## src/rtl/timer_ctrl.sv

```systemverilog
// Countdown timer controller: start/pause/cancel FSM driving a mod-10/mod-6 counter chain.
// Optional alarm output is built in when TIMER_CTRL_ALARM_EN is defined.
module timer_ctrl #(
  parameter int TICK_DIV    = 10,
  parameter int ALARM_TICKS = 5
) (
  input  logic       clk,
  input  logic       clear,
  input  logic       start,
  input  logic       pause,
  input  logic       cancel,
  input  logic       zero,
  output logic       load,
  output logic       en,
  output logic [1:0] state,
  output logic       done
`ifdef TIMER_CTRL_ALARM_EN
  ,
  output logic       alarm
`endif
);

  localparam int PW = (TICK_DIV > 2) ? $clog2(TICK_DIV) : 1;
  localparam logic [PW-1:0] PRESC_MAX = PW'(TICK_DIV - 1);
  // Out-of-range parameters leave the controller unable to tick.
  localparam bit PARAMS_OK = (TICK_DIV >= 2) && (ALARM_TICKS >= 1);

  typedef enum logic [1:0] {
    S_IDLE    = 2'd0,
    S_RUNNING = 2'd1,
    S_PAUSED  = 2'd2,
    S_DONE    = 2'd3
  } state_e;

  state_e        state_q, state_d;
  logic          start_q, pause_q, cancel_q;
  logic          start_edge, pause_edge, cancel_edge;
  logic [PW-1:0] presc_q, presc_d;
  logic          presc_wrap;
  logic          en_q, en_d;

  assign start_edge  = start  & ~start_q;
  assign pause_edge  = pause  & ~pause_q;
  assign cancel_edge = cancel & ~cancel_q;
  assign presc_wrap  = (presc_q == PRESC_MAX);

`ifdef TIMER_CTRL_ALARM_EN
  localparam int AW = (ALARM_TICKS > 1) ? $clog2(ALARM_TICKS + 1) : 1;
  localparam logic [AW-1:0] ALARM_LAST = AW'(ALARM_TICKS - 1);

  logic          alarm_q, alarm_d;
  logic [AW-1:0] alarm_cnt_q, alarm_cnt_d;
`endif

  always_ff @(posedge clk or posedge clear) begin
    if (clear) begin
      state_q  <= S_IDLE;
      start_q  <= 1'b0;
      pause_q  <= 1'b0;
      cancel_q <= 1'b0;
      presc_q  <= '0;
      en_q     <= 1'b0;
    end else begin
      state_q  <= state_d;
      start_q  <= start;
      pause_q  <= pause;
      cancel_q <= cancel;
      presc_q  <= presc_d;
      en_q     <= en_d;
    end
  end

  // Cancel outranks every other request, including a coincident start.
  always_comb begin
    state_d = state_q;
    unique case (state_q)
      S_IDLE: begin
        if (start_edge && !cancel_edge && !zero) state_d = S_RUNNING;
      end
      S_RUNNING: begin
        if (cancel_edge)     state_d = S_IDLE;
        else if (pause_edge) state_d = S_PAUSED;
        else if (zero)       state_d = S_DONE;
      end
      S_PAUSED: begin
        if (cancel_edge)     state_d = S_IDLE;
        else if (start_edge) state_d = S_RUNNING;
      end
      S_DONE: begin
        if (start_edge || cancel_edge) state_d = S_IDLE;
      end
      default: state_d = S_IDLE;
    endcase
  end

  // The prescaler only advances on cycles that stay in RUNNING, so a pause
  // freezes it at the value it held when the pause edge arrived.
  always_comb begin
    presc_d = '0;
    en_d    = 1'b0;
    unique case (state_q)
      S_RUNNING: begin
        if (state_d == S_RUNNING) begin
          presc_d = presc_wrap ? '0 : presc_q + PW'(1);
          en_d    = PARAMS_OK && presc_wrap;
        end else if (state_d == S_PAUSED) begin
          presc_d = presc_q;
        end
      end
      S_PAUSED: begin
        if (state_d != S_IDLE) presc_d = presc_q;
      end
      S_DONE: begin
`ifdef TIMER_CTRL_ALARM_EN
        if (state_d == S_DONE && alarm_q) presc_d = presc_wrap ? '0 : presc_q + PW'(1);
`endif
      end
      default: presc_d = '0;
    endcase
  end

`ifdef TIMER_CTRL_ALARM_EN
  // Alarm rises on DONE entry and falls after ALARM_TICKS prescaler wraps.
  always_comb begin
    alarm_d     = 1'b0;
    alarm_cnt_d = '0;
    if (state_q != S_DONE && state_d == S_DONE) begin
      alarm_d = 1'b1;
    end else if (state_q == S_DONE && state_d == S_DONE && alarm_q) begin
      alarm_d     = 1'b1;
      alarm_cnt_d = alarm_cnt_q;
      if (presc_wrap) begin
        if (alarm_cnt_q == ALARM_LAST) begin
          alarm_d     = 1'b0;
          alarm_cnt_d = '0;
        end else begin
          alarm_cnt_d = alarm_cnt_q + AW'(1);
        end
      end
    end
  end

  always_ff @(posedge clk or posedge clear) begin
    if (clear) begin
      alarm_q     <= 1'b0;
      alarm_cnt_q <= '0;
    end else begin
      alarm_q     <= alarm_d;
      alarm_cnt_q <= alarm_cnt_d;
    end
  end

  assign alarm = alarm_q;
`endif

  assign state = state_q;
  assign load  = (state_q != S_IDLE);
  assign done  = (state_q == S_DONE);
  assign en    = en_q;

endmodule

```

## config.mk

```make
export PLATFORM = sky130hd
export DESIGN_NAME = timer_ctrl
export DESIGN_NICKNAME = d
export VERILOG_FILES = /design/src/rtl/timer_ctrl.sv
export SDC_FILE = /design/constraint.sdc
export NUM_CORES = 1
export LEC_CHECK = 0
export CELL_PAD_IN_SITES_DETAIL_PLACEMENT = 1
export CELL_PAD_IN_SITES_GLOBAL_PLACEMENT = 1
export CORE_MARGIN = 2
export CORE_UTILIZATION = 35
export CTS_CLUSTER_DIAMETER = 120
export DETAILED_ROUTE_END_ITERATION = 10
export GPL_TIMING_DRIVEN = 0
export MAX_ROUTING_LAYER = met4
export PLACE_DENSITY_LB_ADDON = 0.25
export SLEW_MARGIN = 40
export SYNTH_ARGS = -nofsm -noshare
export SYNTH_HDL_FRONTEND = slang
export SYNTH_SLANG_ARGS = --single-unit
```

## constraint.sdc

```tcl
create_clock -name clk -period 1.5 [get_ports clk]
set_input_delay 0.45 -clock clk [delete_from_list [all_inputs] [get_ports clk]]
set_output_delay 0.45 -clock clk [all_outputs]
set_load 0.1 [all_outputs]
```

==> run summary <==
Die H = 42.1 µm
I/O pin total = 11
CP bufs+invs = 1
GP Congestion = 0.735
final setup fails = 4
CORE AREA = 0.00133 mm²
Finished Layout Cells = 81
DR vias/cell = 5.05
R2R Setup Slk = 0 ns
switching power share of the total = 0.365
worst vdd ir = 0.506 mV
die area = 0.00177 mm²
Starting DRT DRC Count = 3
Skew-Pair Late Insertion Delay = 0.28 ns
pwr/cell area = 1090 mW/mm²
Slowest-stage cell, CP = dfrtp_4
DRC viols = 0
Logic pwr share = 0.348
Slew Limit Fails = 0
Seq/Total Area, Yosys = 0.493
Clock transition at path regs = 0.07 ns
Final WS setup = -0.166 ns
WP data arrival = 1.22 ns
max-cap viol count = 0
Critical Path Sink Type = output pin
Compound-Gate Fraction of Synth Area = 0.143
Tmin final = 1.67 ns
DPL Wire Length = 730 µm
final worst path period share = 1.11
post-route ant nets = 0
Chip Width = 42.1 µm
final instance area = 704 µm²
status = finished with violations
crit-path cells = or2_4, buf_12
CTS sink count = 10
CP peak stage delay = 0.50 ns
Post-synth EDFFs = 0
Seq pwr share = 0.393
clock skew = 0.0149 ns
nets@finish = 75
Synthesized Nets = 58
Hold Path Class = primary input to async pin
placed insts = 75
fraction of the mapped netlist area in simple logic gates = 0.244
Leakage = 0.290 nW
Mapped Cells = 50
global-route usage over all layers = 0.148
r2r endpoint = presc_q[2]
Crit path max-delay family = flip-flops
largest net degree at the start of global routing = 11
Worst R2R Start = state[1]
post-synthesis xor/xnor area fraction = 0
Syn-to-layout area delta = 38.7%
via count = 409
Post-DP Area = 616 µm²
worst setup path category = register to output pin
vias in the first global route = 391
main combinational cell family by area after synthesis = simple AND/OR/NAND/NOR gates
Max Fclk = 600 MHz
top-area cell type share of the netlist area = 0.493
total power = 0.770 mW
area leader, netlist = dfrtp_1
clock buffer count from CTS = 3
internal power = 0.489 mW
RSZ-0062 raised after global routing = true
yosys warns = 0
CP required = 1.05 ns
Inserted Diodes = 0
hold_buf cts = 0
crit-path max FO = 4
post-synthesis mux area share = 0.0197
pin slew with the least headroom to its limit = 0.482 ns
CTS tree = built
failing checks = setup timing
startpoint types = register
synthesized area per cell = 10.2 µm²
fraction of layout cells with a size suffix above 1 = 0.318
Synth Area in Adders = 0.0493
Synth cell types = 22
R2R depth = 5
drt pass-1 iters = 2
average wire per standard cell = 12.5 µm
final core utilization = 0.528
CTS max path bufs = 2
global-route wire length before repair = 1730 µm
final hold violations = 0
synthesized area = 508 µm²
Site Rows = 13
Top FF cell, synth = dfrtp_1
Clock Power Share = 0.260
CTS root buffer = clkbuf_4
synth top area cells = dfrtp_1, inv_1, nand2_1, ha_1, nor4_4
stages on the worst setup path = 2
initial antenna violation count = 0
drt total wl = 1010 µm
total grt overflow = 0
H-tree levels = 1
port bufs = 10
Sw Pwr = 0.281 mW
#FFs+latches synth = 10
Synth async-reset ratio = 1.00
Rel. slew slack = 0.681
Initial Utilization = 0.381
Yosys cell counts, types with 2 or more instances:
library cell	instances
ha_1	2
nand2_1	7
o21ai_1	3
o22ai_1	2
a21oi_1	3
inv_1	7
dfrtp_1	10
nand2b_1	2
how the worst max path moves through the flow:
stage              from          to  slack, ns
3_3_place_gp   state[1]        load      -0.71
5_1_grt        state[0]        load      -0.19
6_report       state[0]        load      -0.17
4_1_cts        state[0]        load      -0.17
3_5_place_dp      pause  presc_q[2]      -0.34
2_1_floorplan  state[1]        load      -0.14
final cells by class:
class / count / area, µm²
Inverter: 7 / 30.0
Multi-Input combinational cell: 33 / 248
Sequential cell: 10 / 258
Tap cell: 15 / 18.8
Timing Repair Buffer: 12 / 124
Fill cell: 152 / 629
Clock buffer: 4 / 26.3
flip-flops by register name, indices dropped and copies added, names as in the netlist:
name      count
start_q       1
cancel_q      1
presc_q       4
state         2
en            1
pause_q       1
per-stage QoR:
stage                     hold WS, ns  worst slack [ns]  setup TNS (ns)
after floorplan                 0.290            -0.138          -0.275
after global placement          0.538            -0.710           -4.51
after detailed placement        0.538            -0.344           -1.89
after CTS                       0.455            -0.169          -0.384
after global routing            0.481            -0.194          -0.656
final                           0.443            -0.166          -0.373
placed cells by master (no fill, tap or decap):
master           netlist  routed
mux2i_1                1       1
nand2_1                7       6
a211oi_1               1       1
o22ai_1                2       2
buf_4                  0       1
buf_2                  0       1
a21oi_1                3       2
o21ai_1                3       3
clkdlybuf4s50_1        0       5
o21bai_1               1       1
clkbuf_1               0       1
dfrtp_4                0       2
inv_1                  7       6
dfrtp_1               10       8
buf_6                  0       3
nand2b_1               2       2
nand3_1                1       1
a21oi_2                0       1
and4_1                 1       1
or2_4                  0       1
buf_12                 0       1
nand2b_4               0       1
nand2_2                0       1
nor2b_2                0       1
ha_1                   2       2
nand4bb_1              1       1
a31oi_1                1       1
nor2_1                 1       1
clkbuf_4               0       4
o21ai_2                1       1
nor2b_4                1       1
clkinvlp_4             0       1
nor4_4                 1       1
timing repair:
action                                  4_1_cts  5_1_grt
endpoints found under the setup margin        7       10
pin swaps                                     3        1
setup buffers                                 2        0
endpoints found under the hold margin         0        0
resized for setup                            10        4
per-layer routing:
metal | track usage | wire (µm) | vias up
met5 | - | 0 | -
met1 | 0.174 | 478 | 194
met4 | 0.131 | 44 | 0
li1 | - | - | 199
met2 | 0.178 | 422 | 11
met3 | 0.0776 | 67 | 5
power by group through the flow:
stage,sequential [mW],combinational [mW],clock (mW)
floorplan,0.362,0.115,0
global placement,0.313,0.219,0
detailed placement,0.312,0.207,0
CTS,0.301,0.263,0.210
global route,0.304,0.281,0.221
finish,0.303,0.268,0.200
logic make-up after synthesis:
group	Yosys count
and+or+nand+nor	18
AOI/OAI and AO/OA	12
DFF	10
buffers and inverters	7
adders and majority gates	2
muxes	1
No activity file was read; power rests on OpenSTA's default activity.
